===== config.mk =====
export PLATFORM = sky130hd
export DESIGN_NAME = shift_reg_load_arbiter
export DESIGN_NICKNAME = d
export VERILOG_FILES = /design/src/rtl/shift_reg_load_arbiter.sv
export SDC_FILE = /design/constraint.sdc
export NUM_CORES = 1
export LEC_CHECK = 0
export CAP_MARGIN = 40
export CORE_UTILIZATION = 46
export CTS_BUF_LIST = sky130_fd_sc_hd__clkbuf_2 sky130_fd_sc_hd__clkbuf_4 sky130_fd_sc_hd__clkbuf_8
export DETAILED_ROUTE_END_ITERATION = 8
export PLACE_DENSITY_LB_ADDON = 0.1
export SYNTH_ARGS = -nofsm -noshare
export SYNTH_HDL_FRONTEND = slang
export SYNTH_SLANG_ARGS = --single-unit

===== constraint.sdc =====
create_clock -name clk -period 1.6 [get_ports clk]
set_input_delay 0.32 -clock clk [delete_from_list [all_inputs] [get_ports clk]]
set_output_delay 0.32 -clock clk [all_outputs]
set_load 0.01 [all_outputs]

===== src/rtl/shift_reg_load_arbiter.sv =====
`default_nettype none
// shift_reg_load_arbiter: round-robin arbiter that serialises a requester word into
// an external serial-in shift register (MSB first), then verifies the readback. Rev 1.0
module shift_reg_load_arbiter #(
  parameter int WIDTH = 4
) (
  input  logic             clk,
  input  logic             rst,
  input  logic             req0,
  input  logic [WIDTH-1:0] data0,
  output logic             ack0,
  input  logic             req1,
  input  logic [WIDTH-1:0] data1,
  output logic             ack1,
  output logic             err,
  output logic             busy,
  output logic             sr_entrada,
  output logic             sr_enable,
  input  logic [WIDTH-1:0] sr_saida
);

  localparam int CW = (WIDTH > 1) ? $clog2(WIDTH) : 1;

  localparam logic [1:0] S_IDLE  = 2'd0;
  localparam logic [1:0] S_SHIFT = 2'd1;
  localparam logic [1:0] S_CHECK = 2'd2;
  localparam logic [1:0] S_DONE  = 2'd3;

  logic [1:0]       state_q, state_d;
  logic [CW-1:0]    cnt_q, cnt_d;
  logic [WIDTH-1:0] word_q, word_d;
  logic             grant_q, grant_d;
  logic             last_q, last_d;
  logic             mism_q, mism_d;
  logic             gnt_w;

  // On a tie the requester not served last wins; otherwise the lone requester.
  assign gnt_w = (req0 & req1) ? ~last_q : req1;

  always_comb begin
    state_d = state_q;
    cnt_d   = cnt_q;
    word_d  = word_q;
    grant_d = grant_q;
    last_d  = last_q;
    mism_d  = mism_q;
    case (state_q)
      S_IDLE: begin
        if (req0 | req1) begin
          grant_d = gnt_w;
          last_d  = gnt_w;
          word_d  = gnt_w ? data1 : data0;
          cnt_d   = CW'(WIDTH - 1);
          state_d = S_SHIFT;
        end
      end
      S_SHIFT: begin
        if (cnt_q == '0) state_d = S_CHECK;
        else             cnt_d   = cnt_q - 1'b1;
      end
      S_CHECK: begin
        mism_d  = (sr_saida != word_q);
        state_d = S_DONE;
      end
      S_DONE:  state_d = S_IDLE;
      default: state_d = S_IDLE;
    endcase
  end

  always_ff @(posedge clk or posedge rst) begin
    if (rst) begin
      state_q <= S_IDLE;
      cnt_q   <= '0;
      word_q  <= '0;
      grant_q <= 1'b0;
      last_q  <= 1'b1;
      mism_q  <= 1'b0;
    end else begin
      state_q <= state_d;
      cnt_q   <= cnt_d;
      word_q  <= word_d;
      grant_q <= grant_d;
      last_q  <= last_d;
      mism_q  <= mism_d;
    end
  end

  // Outputs depend only on registered state, never on req*/data*.
  assign busy       = (state_q != S_IDLE);
  assign sr_enable  = (state_q == S_SHIFT);
  assign sr_entrada = sr_enable & word_q[cnt_q];
  assign ack0       = (state_q == S_DONE) & ~grant_q;
  assign ack1       = (state_q == S_DONE) &  grant_q;
  assign err        = (state_q == S_DONE) &  mism_q;

endmodule
`default_nettype wire


# After elaboration in Yosys (flattened, before gate mapping)
# Cells that the tools add are included.
[word_totals] output_inout_bits=6 reg_bits=11 wordCells=40
[classes] n_addsub=1 n_mux=10 bitwise=8 eq_ne=7 n_reduce_logical=7 n_lt_le_gt_ge=1
[ops] cell="$mux W2" count=4
[ops] cell="$pmux W2 S4" count=1
[ops] cell="$and A1 B1 Y1" count=5
[ops] cell="$eq A2 B2 Y1 const B" count=2
[ops] cell="$logic_not A2 Y1" count=2
[ops] cell="$mux W4" count=1
[ops] cell="$ne A2 B2 Y1 const B" count=2
[ops] cell="$ne A4 B4 Y1" count=1
[ops] cell="$pmux W2 S2" count=1
[ops] cell="$reduce_and A2 Y1" count=2
[ops] cell="$reduce_bool A2 Y1" count=2
[ops] cell="$lt A2 B3 Y1 const B" count=1
[ops] cell="$reduce_and A3 Y1" count=1
[ops] cell="$bmux W1 S2" count=1
[ops] cell="$eq A2 B1 Y1 const B" count=1
[ops] cell="$mux W1" count=2
[ops] cell="$ne A2 B1 Y1 const B" count=1
[ops] cell="$not A1 Y1" count=2
[ops] cell="$sub A2 B1 Y2 const B" count=1
[ops] cell="$or A1 B1 Y1" count=1

# Logic depth before layout (Yosys ltp)
# Gate-level depths: netlist of the first run.
[depth] ltp_word=3 ltp_mapped=5 depth_no_buf=5

# Least setup slack after synthesis of the first run
# Ideal clock, no wire load.
[synth_path] kind="register to register" start="register state_q[0]" end="register cnt_q[0]" path_stages_with_launch=5 t_required_ns=1.475 path_slack_ns=0.128 setup_ns=0.125 t_arrival_ns=1.347 cell_sequence="dfrtp_1 -> inv_1 -> ha_1 -> a221oi_2 -> mux2_2"
[synth_via] elab_chain_len=3 word_cells_on_any_way=7
[synth_rtl] item="start, declared" line_no="29" rtl="logic [1:0] state_q, state_d;"
[synth_rtl] item="start signal, assigned" line_no="79" rtl="state_q <= state_d;"
[synth_rtl] item="$eq A2 B1 Y1 or $logic_not A2 Y1 (tied branches)" line_no="47" rtl="case (state_q)"
[synth_rtl] item="$ne A2 B2 Y1 (no source line) or $reduce_bool A2 Y1 (tied branches)"
[synth_rtl] item="$reduce_and A3 Y1 (no source line)"
[synth_rtl] item="end signal, assigned" line_no="80" rtl="cnt_q <= cnt_d;"
[synth_rtl] item="end, declared" line_no="30" rtl="logic [CW-1:0] cnt_q, cnt_d;"
# Parallel ways exist; a longest one is shown, timed or not.
# A chain may end at the register's enable or synchronous reset.

# Worst setup path after layout of the first run
[layout_path] start="register cnt_q[0]" end="output sr_entrada"
[layout_via] elab_chain_len=3
[layout_rtl] item="$bmux W1 S2" line_no="91" rtl="assign sr_entrada = sr_enable & word_q[cnt_q];"
[layout_rtl] item="$mux W1 (implied by the code)" line_no="91"
[layout_rtl] item="$and A1 B1 Y1" line_no="91"
[layout_rtl] item="end, declared" line_no="17" rtl="output logic sr_entrada,"
# Every way passes these cells. The select of a mux whose other input is x is not followed.

==> results by group, run 1 <==
Yosys
  • Sequential share of the synthesized area: 40.3%
  • Ys flop type: dfrtp_1
  • Async SR Flop Fraction: 100%
  • Largest area contributor in the netlist: dfrtp_1
  • #FFs+latches synth: 11
  • Synth top area share: 36.5%
  • Mapped Avg Cell Area: 10.5 um^2
  • YS warnings: 0
  • Post-synthesis cell type count: 20
  • Post-synthesis cell area: 686 um^2
  • Top cells by area, synth: dfrtp_1 (36%), ha_1 (13%), mux2i_1 (7.3%)
  • Cells after Synth: 65
  • Post-synthesis net count: 88
  • Post-synth EDFFs: 0

Power and ir drop
  • Int Pwr: 1430 uW
  • Switching share of power: 39.8%
  • Clk pwr share: 8.7%
  • Sw power: 942 uW
  • Leak pwr: 0.000564 uW
  • Overall Power: 2370 uW
  • Cell Pwr Density: 1960 nW/um^2
  • Sequential share of power: 22.0%
  • Max VDD drop: 0.00141 V
  • Combinational Power Share: 69.2%

Drt
  • DRC Markers: 0
  • WL/cell: 18.4 um
  • Antenna-violating nets left: 0
  • Via count: 663
  • Drt initial violations: 8
  • Final wirelength: 2300 um
  • Via density per instance: 5.30
  • First-pass DRT Iterations: 4

Floorplan
  • Die Area: 1650 um^2
  • Core area: 1350 um^2
  • Starting Density: 50.8%
  • Die height: 40.6 um
  • I/O pin count: 22
  • Die X: 40.6 um
  • Standard-cell rows: 13

Clock tree
  • Clock Latency Late Sink: 0.27 ns
  • Hold-fix buffers, CTS: 0
  • CTS Buffer Depth: 2
  • CTS tree: yes
  • Reg clk slew, reported paths: 0.07 ns
  • Htree depth: 1
  • Num CTS Buffers: 3
  • Clock Sinks: 11
  • Root Driver: clkbuf_4

STA
  • Fin Setup TNS: -0.340 ns
  • Final clock skew: 0.00342 ns
  • Fin crit share: 107%
  • Final-report hold violation count: 0
  • F_max: 0.582 GHz
  • Final Slew Violations: 0
  • Minimum clock period: 1.72 ns
  • Final Setup Violations: 3
  • Rel. slew slack: 69.1%
  • Hold slack: 0.362 ns
  • RSZ-0062 raised after global routing: true
  • Actual slew at the worst max-slew pin: 0.462 ns
  • Final worst setup slack: -0.119 ns

Final layout
  • Antenna Cells: 0
  • Fin area: 1210 um^2
  • Nets: 134
  • Area Growth Syn to Fin: 76.3%
  • Finished Core Util: 89.5%
  • Ratio of cells with drive above 1 in the final layout: 45.5%

Place
  • Post-place instance area: 1030 um^2
  • IO Port Bufs: 21
  • Routability cong.: 0.730
  • DP HPWL: 1280 um

Job
  • Max Cap Viol: 0

Critical path
  • Crit end category: output pin
  • Startpoint types: flop
  • Worst EP arrival: 1.40 ns
  • Critical path type: flop to output pin
  • Crit path required time: 1.28 ns
  • Reg2reg setup slack: -0.12 ns
  • Max FO, Critical Path: 2

Global routing
  • Largest net degree at the start of global routing: 12
  • Global-route wire length before repair: 2900 um
  • Vias in the first global route: 638
  • Initial antenna violation count: 0
  • Overflow after GRT: 0
  • GRT Resource Usage Total: 28.1%

Worst hold path
  • Hold WC Path Type: primary input to asynchronous set/reset pin

Status
  • Failing checks: setup timing
  • Status: finished with violations
[layout by cell type (no fill, tap or decap), types with 2 or more instances in the layout]
cell,n
a21oi_1,2
xor2_1,4
mux2_4,3
nor2_1,4
nand2_1,6
clkbuf_4,4
buf_6,5
o21ai_0,4
mux2i_1,5
dfrtp_1,10
and2_1,2
inv_1,4
clkdlybuf4s50_1,15
buf_4,16
ha_4,5
clkbuf_2,3
buf_2,2
[cells in the mapped netlist (2+ instances only)]
library cell and instances:
nor2b_1 2, ha_1 7, xor2_1 4, o21ai_0 4, dfrtp_1 10, mux2_2 3
mux2i_1 5, inv_1 6, and2_1 3, a21oi_1 3, nor2_1 4, nand2_1 6
[per-stage QoR]
step | instances | setup WS [ns]
floorplan | 65 | 0.128
global placement | 116 | -0.174
detailed placement | 116 | -0.186
CTS | 125 | -0.119
global route | 125 | -0.170
finish | 125 | -0.119
[power by group through the flow]
stage          combinational, uW  sequential [uW]  clock (uW)
6_report                    1640              521         207
4_1_cts                     1350              513         214
2_1_floorplan                575              520           0
3_5_place_dp                1110              530           0
5_1_grt                     1750              530         230
3_3_place_gp                1070              516           0
[what timing repair did]
| action | 4_1_cts | 5_1_grt |
|---|---|---|
| setup endpoints to repair | 10 | 13 |
| pin swaps | 3 | 3 |
| buffers inserted | 5 | 1 |
| resized for setup | 31 | 22 |
[worst max-delay path, cell delays in order (launching register included)]
cell and delay [ns]:
dfrtp_1 0.37, mux4_2 0.50, and2_4 0.15, buf_6 0.11
[per-layer routing]
layer / part of all wire [%] / GRT usage, % / vias to the layer above
li1: - / - / 315
met1: 44 / 32.2 / 323
met2: 51 / 53.6 / 23
met3: 3.4 / 6.67 / 2
met4: 0.92 / 2.50 / 0
met5: 0 / 0 / -
[sequential cells by signal (all words and copies together) (netlist names)]
| signal | flops |
|---|---|
| mism_q | 1 |
| grant_q | 1 |
| last_q | 1 |
| word_q | 4 |
| state_q | 2 |
| cnt_q | 2 |
[layout make-up]
cell class,count,area [um^2]
clock buffer,4,30.0
fill,63,141
inverter,6,32.5
multi-input combinational,48,499
sequential,11,277
tap,15,18.8
timing repair buffer,41,352
[cells by family after synthesis]
logic type	after synthesis	share of synthesized area, %
XOR/XNOR	4	5.11
adder cells (fa/ha/maj)	7	12.8
multiplexers	9	15.5
flip-flops	11	40.3
AND/OR/NAND/NOR	16	10.9
buffers and inverters	6	3.28
AO/OA/AOI/OAI	12	12.0
[path summary, 6_finish.rpt]
path | start | end | depth (start not counted)
hold / removal | rst | cnt_q[0]$_DFFE_PP0P_ | 2
hold reg to reg | grant_q$_DFFE_PP0P_ | grant_q$_DFFE_PP0P_ | 1
setup reg to reg | state_q[0]$_DFFE_PP0P_ | cnt_q[1]$_DFFE_PP0P_ | 6
max in group asynchronous | rst | last_q$_DFFE_PP1P_ | 2
setup / recovery | cnt_q[0]$_DFFE_PP0P_ | sr_entrada | 3
min in group clk | grant_q$_DFFE_PP0P_ | grant_q$_DFFE_PP0P_ | 1
No activity file was read; power rests on OpenSTA's default activity.
==> run 2: changes to the inputs <==
- CTS_BUF_LIST: sky130_fd_sc_hd__clkbuf_2 sky130_fd_sc_hd__clkbuf_4 sky130_fd_sc_hd__clkbuf_8 -> sky130_fd_sc_hd__clkbuf_4 sky130_fd_sc_hd__clkbuf_8
==> results of run 2 <==
No change in the layout: final DEF, timing and power equal those of run 1.
==> run 3: changes to the inputs <==
- CTS_CLUSTER_SIZE: default -> 16
- TNS_END_PERCENT: default -> 10
==> results by group, run 3 (same netlist as run 1, synthesis figures left out) <==
Status
  • Status: finished with violations (unchanged)
  • Failing checks: setup timing (unchanged)

Clock tree
  • Root Driver: clkbuf_4 (unchanged)
  • Clock Latency Late Sink: 0.28 ns (was 0.27 ns)
  • Clock Sinks: 11 (unchanged)
  • CTS Buffer Depth: 2 (unchanged)
  • Reg clk slew, reported paths: 0.08 ns (was 0.07 ns)
  • Num CTS Buffers: 3 (unchanged)
  • Htree depth: 1 (unchanged)
  • Hold-fix buffers, CTS: 0 (unchanged)
  • CTS tree: yes (unchanged)

Floorplan
  • I/O pin count: 22 (unchanged)
  • Die Area: 1650 um^2 (unchanged)
  • Die X: 40.6 um (unchanged)
  • Core area: 1350 um^2 (unchanged)
  • Starting Density: 50.8% (unchanged)
  • Die height: 40.6 um (unchanged)
  • Standard-cell rows: 13 (unchanged)

Drt
  • First-pass DRT Iterations: 4 (unchanged)
  • Drt initial violations: 10 (was 8)
  • Final wirelength: 2100 um (was 2300 um)
  • Antenna-violating nets left: 0 (unchanged)
  • Via count: 644 (was 663)
  • Via density per instance: 5.15 (was 5.30)
  • WL/cell: 16.8 um (was 18.4 um)
  • DRC Markers: 0 (unchanged)

Global routing
  • Global-route wire length before repair: 2830 um (was 2900 um)
  • GRT Resource Usage Total: 28.0% (was 28.1%)
  • Largest net degree at the start of global routing: 12 (unchanged)
  • Vias in the first global route: 608 (was 638)
  • Overflow after GRT: 0 (unchanged)
  • Initial antenna violation count: 0 (unchanged)

STA
  • Final clock skew: 0.00195 ns (was 0.00342 ns)
  • Final-report hold violation count: 0 (unchanged)
  • RSZ-0062 raised after global routing: true (unchanged)
  • Rel. slew slack: 70.2% (was 69.1%)
  • Fin crit share: 108% (was 107%)
  • Final Slew Violations: 0 (unchanged)
  • Minimum clock period: 1.73 ns (was 1.72 ns)
  • Actual slew at the worst max-slew pin: 0.446 ns (was 0.462 ns)
  • Final Setup Violations: 4 (was 3)
  • Final worst setup slack: -0.128 ns (was -0.119 ns)
  • F_max: 0.579 GHz (was 0.582 GHz)

Critical path
  • Worst EP arrival: 1.41 ns (was 1.40 ns)
  • Crit path required time: 1.28 ns (about the same)
  • Startpoint types: flop (unchanged)
  • Max FO, Critical Path: 2 (unchanged)
  • Crit end category: output pin (unchanged)
  • Critical path type: flop to output pin (unchanged)

Final layout
  • Fin area: 1180 um^2 (was 1210 um^2)
  • Non-filler cells, final: 125 (unchanged)
  • Max reg flops: 4 (unchanged)
  • Finished Core Util: 87.1% (was 89.5%)
  • Biggest registers after layout: word_q (4), cnt_q (2), state_q (2) (unchanged)
  • Most frequent cells in the layout: buf_4 (16), clkdlybuf4s50_1 (15), dfrtp_1 (10), nand2_1 (6), buf_6 (6) (was buf_4 (16), clkdlybuf4s50_1 (15), dfrtp_1 (10), nand2_1 (6))
  • Commonest non-fill, non-tap cell in the layout: buf_4 (unchanged)
  • Ratio of cells with drive above 1 in the final layout: 46.4% (was 45.5%)
  • Biggest register: word_q (unchanged)
  • Area Growth Syn to Fin: 71.5% (was 76.3%)
  • Fill count: 68 (was 63)
  • Antenna Cells: 0 (unchanged)
  • Nets: 134 (unchanged)

Place
  • Routability cong.: 0.730 (unchanged)
  • Placed Instances: 116 (unchanged)
  • Post-place instance area: 1030 um^2 (unchanged)
  • DP HPWL: 1280 um (unchanged)
  • IO Port Bufs: 21 (unchanged)

Power and ir drop
  • Max VDD drop: 0.00130 V (was 0.00141 V)
  • Clk pwr share: 10.3% (was 8.7%)
  • Leak pwr: 0.000549 uW (was 0.000564 uW)
  • Cell Pwr Density: 1880 nW/um^2 (was 1960 nW/um^2)
  • Overall Power: 2210 uW (was 2370 uW)
  • Combinational Power Share: 66.3% (was 69.2%)
  • Sw power: 857 uW (was 942 uW)
  • Sequential share of power: 23.4% (was 22.0%)
  • Switching share of power: 38.9% (was 39.8%)
  • Int Pwr: 1350 uW (was 1430 uW)

Job
  • Max Cap Viol: 0 (unchanged)

Worst hold path
  • Hold WC Path Type: primary input to asynchronous set/reset pin (unchanged)
run 3: final cells by class:
class                      count  area, um^2  area share (%)
clock buffer                   4        30.0            2.55
sequential                    11         277            23.5
inverter                       6        30.0            2.55
multi-input combinational     48         463            39.4
tap                           15        18.8            1.60
timing repair buffer          41         358            30.4
run 3: per-layer routing:
layer	global-route usage [%]	up-vias	share of wire (%)
met5	0	-	0
met4	7.50	0	0.76
met3	5.00	2	3.3
met2	48.8	17	51
met1	35.2	310	45
li1	-	315	-
run 3: worst max-delay path, cell delays in order (launching register included):
cell	delay [ns]
dfrtp_1	0.37
mux4_2	0.50
and2_4	0.15
buf_6	0.11
run 3: worst paths after layout:
check                           cells after the start  slack (ns)                    from                    end
worst max-delay path                                3       -0.13    cnt_q[0]$_DFFE_PP0P_             sr_entrada
worst min-delay path                                2        0.34                     rst  word_q[2]$_DFFE_PP0P_
worst max register to register                      6       -0.09  state_q[0]$_DFFE_PP0P_   cnt_q[0]$_DFFE_PP0P_
worst min register to register                      1        0.54     grant_q$_DFFE_PP0P_    grant_q$_DFFE_PP0P_
max in group asynchronous                           2        0.93                     rst     last_q$_DFFE_PP1P_
min in group clk                                    1        0.54     grant_q$_DFFE_PP0P_    grant_q$_DFFE_PP0P_
run 3: per-stage QoR:
| step | TNS, ns | worst slack (ns) | hold slack [ns] |
|---|---|---|---|
| after floorplan | 0 | 0.128 | 0.172 |
| after global placement | -0.594 | -0.174 | 0.504 |
| after detailed placement | -0.839 | -0.186 | 0.519 |
| after CTS | -0.427 | -0.119 | 0.369 |
| after global routing | -0.555 | -0.167 | 0.414 |
| final | -0.375 | -0.128 | 0.336 |
run 3: repair_timing:
action / 4_1_cts / 5_1_grt
setup endpoints to repair: 10 / 13
pin swaps: 3 / 3
gates resized for setup: 32 / 17
buffers inserted: 4 / 1
run 3: power by group through the flow:
stage / sequential (uW) / combinational, uW / clock [uW]
floorplan: 520 / 575 / 0
global placement: 516 / 1070 / 0
detailed placement: 530 / 1110 / 0
CTS: 513 / 1320 / 214
global route: 531 / 1570 / 234
finish: 516 / 1460 / 228
